## config.mk

```make
export PLATFORM = sky130hd
export DESIGN_NAME = lc3b_mem_stage_flat
export DESIGN_NICKNAME = d
export VERILOG_FILES = /design/src/rtl/lc3b_types.sv /design/src/rtl/lc3b_mem_stage_if.sv /design/src/rtl/mem_lane_align.sv /design/src/rtl/lc3b_mem_stage.sv /design/src/flat_wrapper.sv
export SDC_FILE = /design/constraint.sdc
export NUM_CORES = 1
export LEC_CHECK = 0
export CORE_MARGIN = 5
export CORE_UTILIZATION = 43
export DETAILED_ROUTE_END_ITERATION = 7
export PLACE_DENSITY = 0.73
export SLEW_MARGIN = 20
export SYNTH_ARGS = -nofsm -noshare
export SYNTH_HDL_FRONTEND = slang
export SYNTH_HIERARCHICAL = 1
export SYNTH_SLANG_ARGS = --single-unit
```

## constraint.sdc

```tcl
create_clock -name clk -period 6.8 [get_ports clk]
set_input_delay 2.04 -clock clk [delete_from_list [all_inputs] [get_ports clk]]
set_output_delay 2.04 -clock clk [all_outputs]
set_load 0.01 [all_outputs]
```

## src/rtl/lc3b_types.sv

```systemverilog
// Shared LC-3b type package: bus word type, memory-stage state encoding and
// the byte-enable helpers used by the memory-access stage.
package lc3b_types;

    typedef logic [15:0] lc3b_word;

    typedef enum logic [1:0] {
        IDLE = 2'd0,
        REQ  = 2'd1,
        RESP = 2'd2
    } lc3b_mem_state;

    localparam logic [1:0] LC3B_BE_WORD = 2'b11;

    // A control word with no lanes selected is treated as a full-word access.
    function automatic logic [1:0] norm_byte_en(input logic [1:0] be);
        return (be == 2'b00) ? LC3B_BE_WORD : be;
    endfunction

endpackage

```

## src/rtl/lc3b_mem_stage_if.sv

```systemverilog
// Single-ported data-memory request/response bus between the MEM stage
// (master) and the data memory (slave).
interface lc3b_mem_stage_if;
    import lc3b_types::*;

    lc3b_word   mem_address;
    logic       mem_read;
    logic       mem_write;
    logic [1:0] mem_byte_enable;
    lc3b_word   mem_wdata;
    lc3b_word   mem_rdata;
    logic       mem_resp;

    modport master (
        output mem_address, mem_read, mem_write, mem_byte_enable, mem_wdata,
        input  mem_rdata, mem_resp
    );

    modport slave (
        input  mem_address, mem_read, mem_write, mem_byte_enable, mem_wdata,
        output mem_rdata, mem_resp
    );
endinterface

```

## src/rtl/mem_lane_align.sv

```systemverilog
// Combinational lane steering: word-aligns addresses, replicates store bytes
// across both lanes and right-justifies byte loads.
module mem_lane_align
    import lc3b_types::*;
(
    input  logic [1:0] byte_en,
    input  lc3b_word   addr,
    input  lc3b_word   wdata,
    input  lc3b_word   rdata,
    output lc3b_word   mem_addr,
    output lc3b_word   mem_wdata,
    output logic [1:0] lane_be,
    output lc3b_word   load_data
);

    // Derive address, store data, lane enables and load data from byte_en.
    always_comb begin
        lane_be   = norm_byte_en(byte_en);
        mem_addr  = addr;
        mem_wdata = wdata;
        load_data = rdata;
        if (lane_be == LC3B_BE_WORD) begin
            mem_addr = {addr[15:1], 1'b0};
        end else begin
            mem_wdata = {wdata[7:0], wdata[7:0]};
        end
        case (lane_be)
            2'b01:   load_data = {8'h00, rdata[7:0]};
            2'b10:   load_data = {8'h00, rdata[15:8]};
            default: load_data = rdata;
        endcase
    end

endmodule

```

## src/rtl/lc3b_mem_stage.sv

```systemverilog
// LC-3b MEM stage: accepts an EX/MEM instruction, runs at most one data-memory
// access with a timeout, and holds the aligned result for writeback.
module lc3b_mem_stage
    import lc3b_types::*;
#(
    parameter int unsigned TIMEOUT_CYCLES = 255
) (
    input  logic       clk,
    input  logic       rst_n,
    input  logic       in_valid,
    output logic       in_ready,
    input  logic       in_mem_read,
    input  logic       in_mem_write,
    input  logic [1:0] in_byte_en,
    input  lc3b_word   in_addr,
    input  lc3b_word   in_wdata,
    lc3b_mem_stage_if.master mem,
    output logic       out_valid,
    input  logic       out_ready,
    output lc3b_word   out_data,
    output logic       out_err
);

    localparam lc3b_word TIMEOUT_W = lc3b_word'(TIMEOUT_CYCLES);

    lc3b_mem_state state_q, state_d;
    logic          rd_q, rd_d;
    logic          wr_q, wr_d;
    logic [1:0]    be_q, be_d;
    lc3b_word      addr_q, addr_d;
    lc3b_word      wdata_q, wdata_d;
    lc3b_word      wait_cnt_q, wait_cnt_d;
    lc3b_word      out_data_q, out_data_d;
    logic          out_err_q, out_err_d;
    lc3b_word      wait_inc;

    lc3b_word      align_addr;
    lc3b_word      align_wdata;
    logic [1:0]    lane_be;
    lc3b_word      load_data;

    mem_lane_align u_align (
        .byte_en   (be_q),
        .addr      (addr_q),
        .wdata     (wdata_q),
        .rdata     (mem.mem_rdata),
        .mem_addr  (align_addr),
        .mem_wdata (align_wdata),
        .lane_be   (lane_be),
        .load_data (load_data)
    );

    // Requests are decoded from state so reset removes them immediately.
    // An illegal read+write performs only the write.
    assign mem.mem_read        = (state_q == REQ) && rd_q && !wr_q;
    assign mem.mem_write       = (state_q == REQ) && wr_q;
    assign mem.mem_address     = align_addr;
    assign mem.mem_wdata       = align_wdata;
    assign mem.mem_byte_enable = wr_q ? lane_be : LC3B_BE_WORD;

    assign out_valid = (state_q == RESP);
    assign out_data  = out_data_q;
    assign out_err   = out_err_q;

    // Next-state, capture and result logic; acceptance overrides the state arm.
    always_comb begin
        state_d    = state_q;
        rd_d       = rd_q;
        wr_d       = wr_q;
        be_d       = be_q;
        addr_d     = addr_q;
        wdata_d    = wdata_q;
        wait_cnt_d = wait_cnt_q;
        out_data_d = out_data_q;
        out_err_d  = out_err_q;
        wait_inc   = wait_cnt_q + 16'd1;
        in_ready   = (state_q == IDLE) || ((state_q == RESP) && out_ready);

        unique case (state_q)
            IDLE: begin
                state_d = IDLE;
            end
            REQ: begin
                // A response in the timeout cycle still completes normally.
                if (mem.mem_resp) begin
                    state_d    = RESP;
                    // Stores return their effective address as the result.
                    out_data_d = wr_q ? addr_q : load_data;
                    out_err_d  = rd_q && wr_q;
                end else if (wait_inc == TIMEOUT_W) begin
                    state_d    = RESP;
                    out_data_d = '0;
                    out_err_d  = 1'b1;
                end else begin
                    wait_cnt_d = wait_inc;
                end
            end
            RESP: begin
                if (out_ready) state_d = IDLE;
            end
            default: state_d = IDLE;
        endcase

        if (in_ready && in_valid) begin
            rd_d    = in_mem_read;
            wr_d    = in_mem_write;
            be_d    = in_byte_en;
            addr_d  = in_addr;
            wdata_d = in_wdata;
            if (in_mem_read || in_mem_write) begin
                state_d    = REQ;
                wait_cnt_d = '0;
            end else begin
                state_d    = RESP;
                out_data_d = in_addr;
                out_err_d  = 1'b0;
            end
        end
    end

    // State, captured control word, wait counter and result registers.
    always_ff @(posedge clk or negedge rst_n) begin
        if (!rst_n) begin
            state_q    <= IDLE;
            rd_q       <= 1'b0;
            wr_q       <= 1'b0;
            be_q       <= LC3B_BE_WORD;
            addr_q     <= '0;
            wdata_q    <= '0;
            wait_cnt_q <= '0;
            out_data_q <= '0;
            out_err_q  <= 1'b0;
        end else begin
            state_q    <= state_d;
            rd_q       <= rd_d;
            wr_q       <= wr_d;
            be_q       <= be_d;
            addr_q     <= addr_d;
            wdata_q    <= wdata_d;
            wait_cnt_q <= wait_cnt_d;
            out_data_q <= out_data_d;
            out_err_q  <= out_err_d;
        end
    end

endmodule

```

## src/flat_wrapper.sv

```systemverilog
// flat-port wrapper written by rule: the top's interface ports become plain ports
module lc3b_mem_stage_flat import lc3b_types::*;
#(
    parameter int unsigned TIMEOUT_CYCLES = 255
)
  (clk, rst_n, in_valid, in_ready, in_mem_read, in_mem_write, in_byte_en, in_addr, in_wdata, out_valid, out_ready, out_data, out_err, mem_mem_address, mem_mem_read, mem_mem_write, mem_mem_byte_enable, mem_mem_wdata, mem_mem_rdata, mem_mem_resp);
  lc3b_mem_stage_if mem_i ();
  input  logic clk;
  input  logic rst_n;
  input  logic in_valid;
  output logic in_ready;
  input  logic in_mem_read;
  input  logic in_mem_write;
  input  logic [1:0] in_byte_en;
  input  lc3b_word in_addr;
  input  lc3b_word in_wdata;
  output logic out_valid;
  input  logic out_ready;
  output lc3b_word out_data;
  output logic out_err;
  output wire logic [$bits(mem_i.mem_address)-1:0] mem_mem_address;
  output wire logic [$bits(mem_i.mem_read)-1:0] mem_mem_read;
  output wire logic [$bits(mem_i.mem_write)-1:0] mem_mem_write;
  output wire logic [$bits(mem_i.mem_byte_enable)-1:0] mem_mem_byte_enable;
  output wire logic [$bits(mem_i.mem_wdata)-1:0] mem_mem_wdata;
  input wire logic [$bits(mem_i.mem_rdata)-1:0] mem_mem_rdata;
  input wire logic [$bits(mem_i.mem_resp)-1:0] mem_mem_resp;
  assign mem_mem_address = mem_i.mem_address;
  assign mem_mem_read = mem_i.mem_read;
  assign mem_mem_write = mem_i.mem_write;
  assign mem_mem_byte_enable = mem_i.mem_byte_enable;
  assign mem_mem_wdata = mem_i.mem_wdata;
  assign mem_i.mem_rdata = mem_mem_rdata;
  assign mem_i.mem_resp = mem_mem_resp;
  lc3b_mem_stage #(.TIMEOUT_CYCLES(TIMEOUT_CYCLES)) u_core (.clk(clk), .rst_n(rst_n), .in_valid(in_valid), .in_ready(in_ready), .in_mem_read(in_mem_read), .in_mem_write(in_mem_write), .in_byte_en(in_byte_en), .in_addr(in_addr), .in_wdata(in_wdata), .mem(mem_i), .out_valid(out_valid), .out_ready(out_ready), .out_data(out_data), .out_err(out_err));
endmodule
```

# Word level (Yosys, flattened, before mapping)
# Cells that the tools add are included.
dict set report totals {
  reg_bits 71
  elab_cells 57
  input_bits 57
}
dict set report op_classes {
  n_reduce_logical 12
  muxes 27
  eq_ne 8
  addsub 1
}
# cell n
set op_table {}
lappend op_table {{two-way mux 16 bit} 12}
lappend op_table {{case mux 16 bit (2 select lines)} 1}
lappend op_table {{adder 16 x 1 -> 16 bit, second input constant} 1}
lappend op_table {{equality test 16 x 8 -> 1 bit, second input constant} 1}
lappend op_table {{two-way mux 2 bit} 7}
lappend op_table {{equality test 2 bit, second input constant} 3}
lappend op_table {{logical AND 1 bit} 6}
lappend op_table {{two-way mux 1 bit} 6}
lappend op_table {{equality test 2 x 1 -> 1 bit, second input constant} 2}
lappend op_table {{zero test 2 bit} 2}
lappend op_table {{!= test 4 bit, second input constant} 1}
lappend op_table {{case mux 2 bit (2 select lines)} 1}
lappend op_table {{!= test 3 x 1 -> 1 bit, second input constant} 1}
lappend op_table {{logical OR 1 bit} 2}
lappend op_table {{AND reduction 2 bit} 1}
lappend op_table {{zero test 1 bit} 1}

# Depth between registers and ports, before layout
# Gate-level depths: netlist of the first run.
dict set report depth {
  word_depth 9
  ltp_mapped 10
}

# Hierarchy
# Netlist of the first run, hierarchy kept.
# module instances area_each_um2 cells_each
set by_module_without_submodules {}
lappend by_module_without_submodules {lc3b_mem_stage 1 3606.0 335}
lappend by_module_without_submodules {mem_lane_align 1 474.2 60}

# Least setup slack after synthesis of the first run
# Ideal clock, no wire load.
dict set report synth_path {
  path_kind {in2out}
  start {input out_ready}
  end {output in_ready}
  required_time_ns 4.760
  cell_stages 2
  path_buffers 0
  arrival_ns 2.319
  path_slack_ns 2.441
  path_cell_list {inv_1 > a21oi_1}
}
dict set report synth_via {
  elab_chain_len 2
}
# element line_no
set synth_lines {}
lappend synth_lines {{from (decl)} flat_wrapper.sv:18} ;# input logic out_ready;
lappend synth_lines {{logical AND 1 bit} lc3b_mem_stage.sv:77} ;# in_ready = (state_q == IDLE) || ((state_q == RESP) && out_ready);
lappend synth_lines {{logical OR 1 bit} lc3b_mem_stage.sv:77}
lappend synth_lines {{to (decl)} flat_wrapper.sv:11} ;# output logic in_ready;
# Every way passes these cells.

# Worst setup path after layout of the first run
# Same ends and word-level chain as after synthesis.

==> results of run 1 <==
-- synthesized netlist by cell type (3+ instances only) --
cell type / number / area share
nor3_2: 10 / 0.025
nand3_1: 3 / 0.0037
dfrtp_1: 69 / 0.42
nor2b_1: 5 / 0.0077
o21ai_0: 19 / 0.023
nand4_1: 9 / 0.014
xnor2_1: 5 / 0.011
mux2_2: 43 / 0.12
inv_1: 8 / 0.0074
nand2b_1: 5 / 0.0077
o22ai_1: 17 / 0.026
mux2i_1: 19 / 0.047
o21ai_1: 4 / 0.0049
and2_1: 10 / 0.015
nand2_1: 23 / 0.021
buf_2: 4 / 0.0049
clkbuf_1: 10 / 0.0092
buf_6: 4 / 0.011
buf_4: 23 / 0.042
a22o_1: 8 / 0.017
xor2_1: 5 / 0.011
a21oi_1: 5 / 0.0061
nor3_1: 9 / 0.011
buf_1: 4 / 0.0037
nor2_1: 37 / 0.034
or3_1: 5 / 0.0077
ha_1: 4 / 0.012
-- kinds of logic after synthesis --
group,share of synthesized area
fa+ha+maj,0.0123
simple gates,0.174
compound gates,0.109
flops,0.436
buf+inv,0.0797
xor+xnor,0.0215
mux,0.168
-- final cells by class --
type	count	area share
multi-input cells	270	0.374
flip-flops and latches	71	0.337
repair buffers	116	0.217
well taps	129	0.0306
clock buffers	12	0.0275
clock inverters	3	0.00829
inverters	8	0.00569
-- registers in the layout, indices dropped and copies added, names as in the netlist --
name               cells
u_core/state_q         2
u_core/out_err         1
u_core/wdata_q        16
u_core/rd_q            1
u_core/out_data       16
u_core/wr_q            1
u_core/wait_cnt_q     16
u_core/be_q            2
u_core/addr_q         16
-- metrics by stage --
stage / area (um^2) / utilization / power, W / cells
after global routing: 5280 / 0.571 / 0.00210 / 609
after global placement: 5090 / 0.551 / 0.00163 / 594
after CTS: 5280 / 0.571 / 0.00199 / 609
final: 5280 / 0.571 / 0.00197 / 609
after floorplan: 4080 / - / 0.00126 / 395
after detailed placement: 5090 / 0.551 / 0.00165 / 594
-- routing by layer --
layer | vias up | global-route usage
li1 | 1535 | -
met1 | 1601 | 0.230
met2 | 97 | 0.308
met3 | 5 | 0.0612
met4 | 0 | 0.0433
met5 | - | 0
-- cell usage in the layout (no fill, tap or decap), drive strengths merged, types with 4 or more instances in the layout --
cell | synthesis | final
a21oi | 7 | 7
a22o | 8 | 8
and2 | 10 | 10
buf | 35 | 6
clkbuf | 11 | 12
clkdlybuf4s50 | 0 | 110
dfrtp | 69 | 69
ha | 4 | 4
inv | 8 | 8
mux2 | 44 | 44
mux2i | 19 | 19
nand2 | 23 | 23
nand2b | 5 | 5
nand4 | 9 | 9
nor2 | 37 | 37
nor2b | 5 | 5
nor3 | 19 | 19
nor4 | 4 | 4
o21ai | 23 | 23
o22ai | 17 | 17
or3 | 5 | 5
xnor2 | 5 | 5
xor2 | 5 | 5
-- power groups by stage --
| stage | clock [W] | combinational, W | sequential, W |
|---|---|---|---|
| CTS | 0.000344 | 0.000977 | 0.000673 |
| floorplan | 0 | 0.000585 | 0.000677 |
| finish | 0.000333 | 0.000967 | 0.000673 |
| global route | 0.000359 | 0.00105 | 0.000694 |
| global placement | 0 | 0.000953 | 0.000675 |
| detailed placement | 0 | 0.000972 | 0.000681 |
-- worst register-to-register path, delay by kind of cell (launching register included) --
family	cells	cell delay, ns
mux	1	0.07
flops	1	0.54
compound gates	3	0.67
buf+inv	1	0.05
simple gates	2	0.79
fa+ha+maj	1	0.60
-- final timing paths --
path                            slack (ns)                 end  cells after the start
worst max-delay path                  1.42            in_ready                      4
worst max register to register        4.01  u_core/out_data[4]                      8
max in group asynchronous             4.31   u_core/addr_q[12]                      2
worst min register to register        0.50      u_core/out_err                      1
worst min-delay path                  0.50      u_core/out_err                      1
min in group asynchronous             1.90   u_core/addr_q[10]                      2
==> summary.txt, run 1 <==
Worst Slack Setup Final: 1.42 ns
CP most frequent cell: clkdlybuf4s50_1
Post-Syn Nets: 456
I/O Pins: 112
minimum clock period after layout: 5.38 ns
Worst slew margin: 0.332
Post CTS Setup Buffer Count: 0
Tcrit/Tclk final: 0.791
vias in the first global route: 3434
Crit path max-delay family: buffers and inverters
Final Skew: 0.00548 ns
Fill cells: 834
top_reg_cell synth: dfrtp_1
# nets final: 537
worst-margin pin slew: 1.00 ns
clock latency on the worst-skew pair: 0.34 ns
endpoints failing hold: 0
initial antenna violation count: 0
Worst path slowest cell: clkdlybuf4s50_1
Clock Path Buffers: 2
combinational share of power: 0.490
net switching power: 0.000688 W
Register Area: 1780 um^2
met3 WL: 725 um
Ant. Diodes: 0
hpwl dp: 7.27 mm
Via density: 5.32
EDFF count, synth: 0
synthesis-to-finish area growth: 29.4%
final setup TNS: 0 ns
Max Slew Vio Count: 0
Cells after Synth: 395
fmax: 186 MHz
area occupied by multi-input gates: 1980 um^2
Top Layer Used: met4
max cap viols: 0
GRT Overall Usage: 0.184
Core Rows: 35
Max VDD drop: 0.000197 V
width of the die: 107 um
total number of vias: 3238
Cell variety after synth: 50
Root Buffer: clkbuf_8
H-tree depth: 3
GRT Residual Overflow: 0
DRT Pass-1 Iters: 4
drt wl/cell: 17.0 um
WS Path Type: in2out
antenna viol nets, final: 0
CTS tree: yes
Sw Share: 0.349
CP Capture Type: primary output
CP startpoint kind: primary input
first-pass GRT wire length: 17.0 mm
GP Congestion: 0.862
RSZ-0062 raised after global routing: no
core area: 9240 um^2
Die ar.: 11500 um^2
hold buffers post-CTS: 0
largest net degree at the start of global routing: 72
post-synthesis area per instance: 10.3 um^2
M1 WL: 4.50 mm
clock slew at reported path FFs: 0.07 ns
status: complete, no violations
LEAKAGE: 2.12 nW
metal2 WL: 5.04 mm
Pint: 0.00128 W
Die Ht: 107 um
Crit Path Max Fanout: 3
sequential share of power: 0.341
mapped cell area: 4080 um^2
pre-CTS WS: 1.42 ns
CTS Buf Count: 9
min-delay src: u_core/out_err
clock sink count: 71
Resized cells post-CTS: 0
layout cell share with drive strength beyond 1: 0.175
Req. time, crit path: 4.76 ns
Crit. Startpoint: out_ready
sequential fraction of the synthesis area: 0.436
DRC Markers: 0
path type of the worst min-delay path: reg2reg
port bufs: 111
clock share of power: 0.169
Yosys Warn Count: 6
Initial Util: 0.442
final setup vio count: 0
post-synthesis register bit count: 71
worst-path cell chain: clkdlybuf4s50_1, inv_1, a21oi_1, clkdlybuf4s50_1
initial drt markers: 191
CP arrival: 3.34 ns
PD cells: 374 nW/um^2
Critical path buffers and inverters: 3
asr flop ratio synth: 1.00
Crit Reg-Reg Startpoint: u_core/be_q[0]
hold slack: 0.498 ns
WL final: 10.3 mm
Max stage delay on crit path: 0.60 ns
Power figures use the tool's default switching activity.
==> run 2: changes to the inputs <==
==> constraint.sdc (replaced) <==
create_clock -name clk -period 5.27 [get_ports clk]
set_input_delay 1.581 -clock clk [delete_from_list [all_inputs] [get_ports clk]]
set_output_delay 1.581 -clock clk [all_outputs]
set_load 0.01 [all_outputs]
==> summary.txt, run 2 (synthesis gave the netlist of run 1 again) <==
Via density: 5.30
hold buffers post-CTS: 0
synthesis-to-finish area growth: 29.8%
total number of vias: 3235
WL final: 10.3 mm
hold path cells: 1
CP arrival: 2.87 ns
stages on the worst setup path: 4
# nets final: 537
CTS Buf Count: 9
Tcrit/Tclk final: 0.845
Worst path slowest cell: clkdlybuf4s50_1
Post CTS Setup Buffer Count: 0
Critical path buffers and inverters: 3
minimum clock period after layout: 4.45 ns
GP Congestion: 0.828
Top Layer Used: met4
final setup TNS: 0 ns
core area: 9240 um^2
Req. time, crit path: 3.69 ns
H-tree depth: 3
CP Capture Type: primary output
CP most frequent cell: clkdlybuf4s50_1
fmax: 224 MHz
worst-path cell chain: clkdlybuf4s50_1, inv_1, a21oi_1, clkdlybuf4s50_1
Root Buffer: clkbuf_8
Clock Path Buffers: 2
WS Path Type: in2out
path type of the worst min-delay path: reg2reg
Max Slew Vio Count: 0
Initial Util: 0.442
antenna viol nets, final: 0
Die ar.: 11500 um^2
worst-margin pin slew: 1.04 ns
hold slack: 0.507 ns
M1 WL: 4.60 mm
DRC Markers: 0
clock latency on the worst-skew pair: 0.35 ns
Worst Reg-to-Reg Cells: 8
Max stage delay on crit path: 0.59 ns
DRT Pass-1 Iters: 4
Core Rows: 35
final setup vio count: 0
Die Ht: 107 um
clock sink count: 71
drt wl/cell: 16.8 um
Final Skew: 0.0102 ns
hpwl dp: 7.21 mm
Crit Path Max Fanout: 3
clock slew at reported path FFs: 0.08 ns
Max VDD drop: 0.000246 V
vias in the first global route: 3336
initial antenna violation count: 0
commonest non-fill, non-tap cell in the layout: clkdlybuf4s50_1
Register Area: 1780 um^2
GRT Residual Overflow: 0
first-pass GRT wire length: 16.9 mm
max cap viols: 0
layout cell share with drive strength beyond 1: 0.181
largest net degree at the start of global routing: 47
LEAKAGE: 2.13 nW
most frequent cells in the layout: 110 x clkdlybuf4s50_1, 69 x dfrtp_1, 43 x mux2_2
area occupied by multi-input gates: 1980 um^2
endpoints failing hold: 0
CP startpoint kind: primary input
port bufs: 111
Worst slew margin: 0.304
RSZ-0062 raised after global routing: no
width of the die: 107 um
I/O Pins: 112
status: complete, no violations
GRT Overall Usage: 0.182
metal2 WL: 4.88 mm
Resized cells post-CTS: 0
met3 WL: 670 um
Ant. Diodes: 0
PD cells: 484 nW/um^2
CTS tree: yes
Crit path max-delay family: buffers and inverters
initial drt markers: 144
Fill cells: 843
==> run 2: cell type report <==
type | count | area share
Clock buffer | 10 | 0.0260
Multi-Input combinational cell | 270 | 0.373
Sequential cell | 71 | 0.336
Clock inverter | 6 | 0.0130
Inverter | 8 | 0.00567
Timing Repair Buffer | 116 | 0.216
Tap cell | 129 | 0.0305
==> run 2: path summary, 6_finish.rpt <==
path	to	slack, ns	start
worst max-delay path	in_ready	0.82	out_ready
worst min-delay path	u_core/wdata_q[11]	0.51	u_core/wdata_q[11]
worst max register to register	u_core/out_data[4]	2.46	u_core/be_q[0]
worst min register to register	u_core/wdata_q[11]	0.51	u_core/wdata_q[11]
max in group asynchronous	u_core/wait_cnt_q[3]	3.01	rst_n
min in group asynchronous	u_core/out_data[10]	1.23	rst_n
==> run 2: power by group <==
part	leakage [nW]	switching (W)	total [W]	internal [W]
Sequential	0.871	0.000129	0.000864	0.000735
Clock	0.103	0.000221	0.000455	0.000234
Combinational	1.15	0.000555	0.00125	0.000692
Total	2.13	0.000905	0.00257	0.00166
==> run 2: layer usage <==
metal,vias to the layer above,GRT usage
met3,8,0.0456
met4,0,0.0631
li1,1539,-
met5,-,0
met1,1589,0.238
met2,99,0.295
==> run 2: stage by stage <==
step                area, um^2  setup slack [ns]  cells  power, W   util
floorplan                 4080              1.83    395   0.00163      -
global placement          5090             0.874    594   0.00210  0.551
detailed placement        5090             0.826    594   0.00213  0.551
CTS                       5300             0.815    610   0.00259  0.573
global route              5300             0.734    610   0.00273  0.573
finish                    5300             0.816    610   0.00257  0.573
==> run 3: changes to the inputs <==
==> constraint.sdc (replaced) <==
create_clock -name clk -period 4.23 [get_ports clk]
set_input_delay 1.269 -clock clk [delete_from_list [all_inputs] [get_ports clk]]
set_output_delay 1.269 -clock clk [all_outputs]
set_load 0.01 [all_outputs]
==> summary.txt, run 3 (synthesis gave the netlist of run 1 again) <==
DRT Pass-1 Iters: 4
combinational share of power: 0.499
min-delay src: u_core/wdata_q[10]
Final Util: 0.573
final setup vio count: 0
minimum clock period after layout: 3.78 ns
WL final: 10.2 mm
fmax: 264 MHz
path type of the worst min-delay path: reg2reg
I/O Pins: 112
initial drt markers: 161
Via density: 5.27
Req. time, crit path: 2.96 ns
DRC Markers: 0
reg2reg setup slack: 1.45 ns
WS Path Type: in2out
core area: 9240 um^2
vias in the first global route: 3327
GRT Residual Overflow: 0
GRT Overall Usage: 0.181
Crit Path Max Fanout: 3
clock slew at reported path FFs: 0.08 ns
worst-margin pin slew: 0.653 ns
most frequent cells in the layout: 110 x clkdlybuf4s50_1, 69 x dfrtp_1, 43 x mux2_2
port bufs: 111
Placed Cells incl. Taps: 598
GP Congestion: 0.868
Root Buffer: clkbuf_8
H-tree depth: 3
Worst Slack Setup Final: 0.446 ns
Die Ht: 107 um
sequential share of power: 0.346
width of the die: 107 um
CTS tree: yes
clock sink count: 71
hold path cells: 1
Initial Util: 0.442
layout cell share with drive strength beyond 1: 0.188
total number of vias: 3234
Hold Path End: u_core/wdata_q[10]
hpwl dp: 7.24 mm
Die ar.: 11500 um^2
RSZ-0062 raised after global routing: no
Resized cells post-CTS: 0
endpoints failing hold: 0
first-pass GRT wire length: 16.8 mm
Post CTS Setup Buffer Count: 0
clock latency on the worst-skew pair: 0.34 ns
Core Rows: 35
hold buffers post-CTS: 0
CP Capture Type: primary output
Worst slew margin: 0.564
PD cells: 588 nW/um^2
CTS Buf Count: 9
net switching power: 0.00111 W
Max VDD drop: 0.000348 V
Pint: 0.00200 W
synthesis-to-finish area growth: 29.8%
Sw Share: 0.358
Max Slew Vio Count: 0
status: complete, no violations
clock share of power: 0.156
pre-CTS WS: 0.451 ns
Ant. Diodes: 0
Clock Path Buffers: 2
R2R Path End: u_core/out_data[7]
largest net degree at the start of global routing: 48
Crit Reg-Reg Startpoint: u_core/be_q[0]
max cap viols: 0
CP startpoint kind: primary input
Worst Reg-to-Reg Cells: 9
# nets final: 541
hold slack: 0.508 ns
final setup TNS: 0 ns
antenna viol nets, final: 0
Final Non-Filler Cells: 614
CP arrival: 2.51 ns
LEAKAGE: 2.13 nW
commonest non-fill, non-tap cell in the layout: clkdlybuf4s50_1
drt wl/cell: 16.6 um
Tcrit/Tclk final: 0.895
initial antenna violation count: 0
Final Skew: 0.00976 ns
-- run 3: worst max-delay path by stage --
stage,from,endpoint,slack [ns]
5_1_grt,out_ready,in_ready,0.38
3_5_place_dp,out_ready,in_ready,0.45
2_1_floorplan,out_ready,u_core/addr_q[0],1.32
3_3_place_gp,out_ready,in_ready,0.46
6_report,out_ready,in_ready,0.45
4_1_cts,out_ready,in_ready,0.44
-- run 3: metrics by stage --
step                      area, um^2  power, W
after floorplan                 4080   0.00203
after global placement          5120   0.00263
after detailed placement        5120   0.00265
after CTS                       5290   0.00315
after global routing            5300   0.00333
final                           5300   0.00312
-- run 3: area by class of cell --
type / instances / area (um^2)
clock inverter: 7 / 48.8
sequential: 71 / 1780
inverter: 8 / 30.0
clock buffer: 9 / 124
timing repair buffer: 120 / 1180
tap: 129 / 161
multi-input combinational: 270 / 1980
fill: 830 / 3940
-- run 3: metal layers --
metal,up-vias,GRT usage,share of wire
li1,1540,-,-
met1,1580,0.239,0.44
met2,104,0.291,0.48
met3,10,0.0468,0.068
met4,0,0.0577,0.012
met5,-,0,0
-- run 3: critical path, cell delays in order --
cell	delay, ns
clkdlybuf4s50_1	0.45
inv_1	0.05
a21oi_1	0.17
clkdlybuf4s50_1	0.57
-- run 3: power by group through the flow --
stage | combinational, W | sequential [W] | clock [W]
floorplan | 0.000940 | 0.00109 | 0
global placement | 0.00154 | 0.00108 | 0
detailed placement | 0.00156 | 0.00109 | 0
CTS | 0.00157 | 0.00108 | 0.000504
global route | 0.00168 | 0.00112 | 0.000538
finish | 0.00155 | 0.00108 | 0.000485
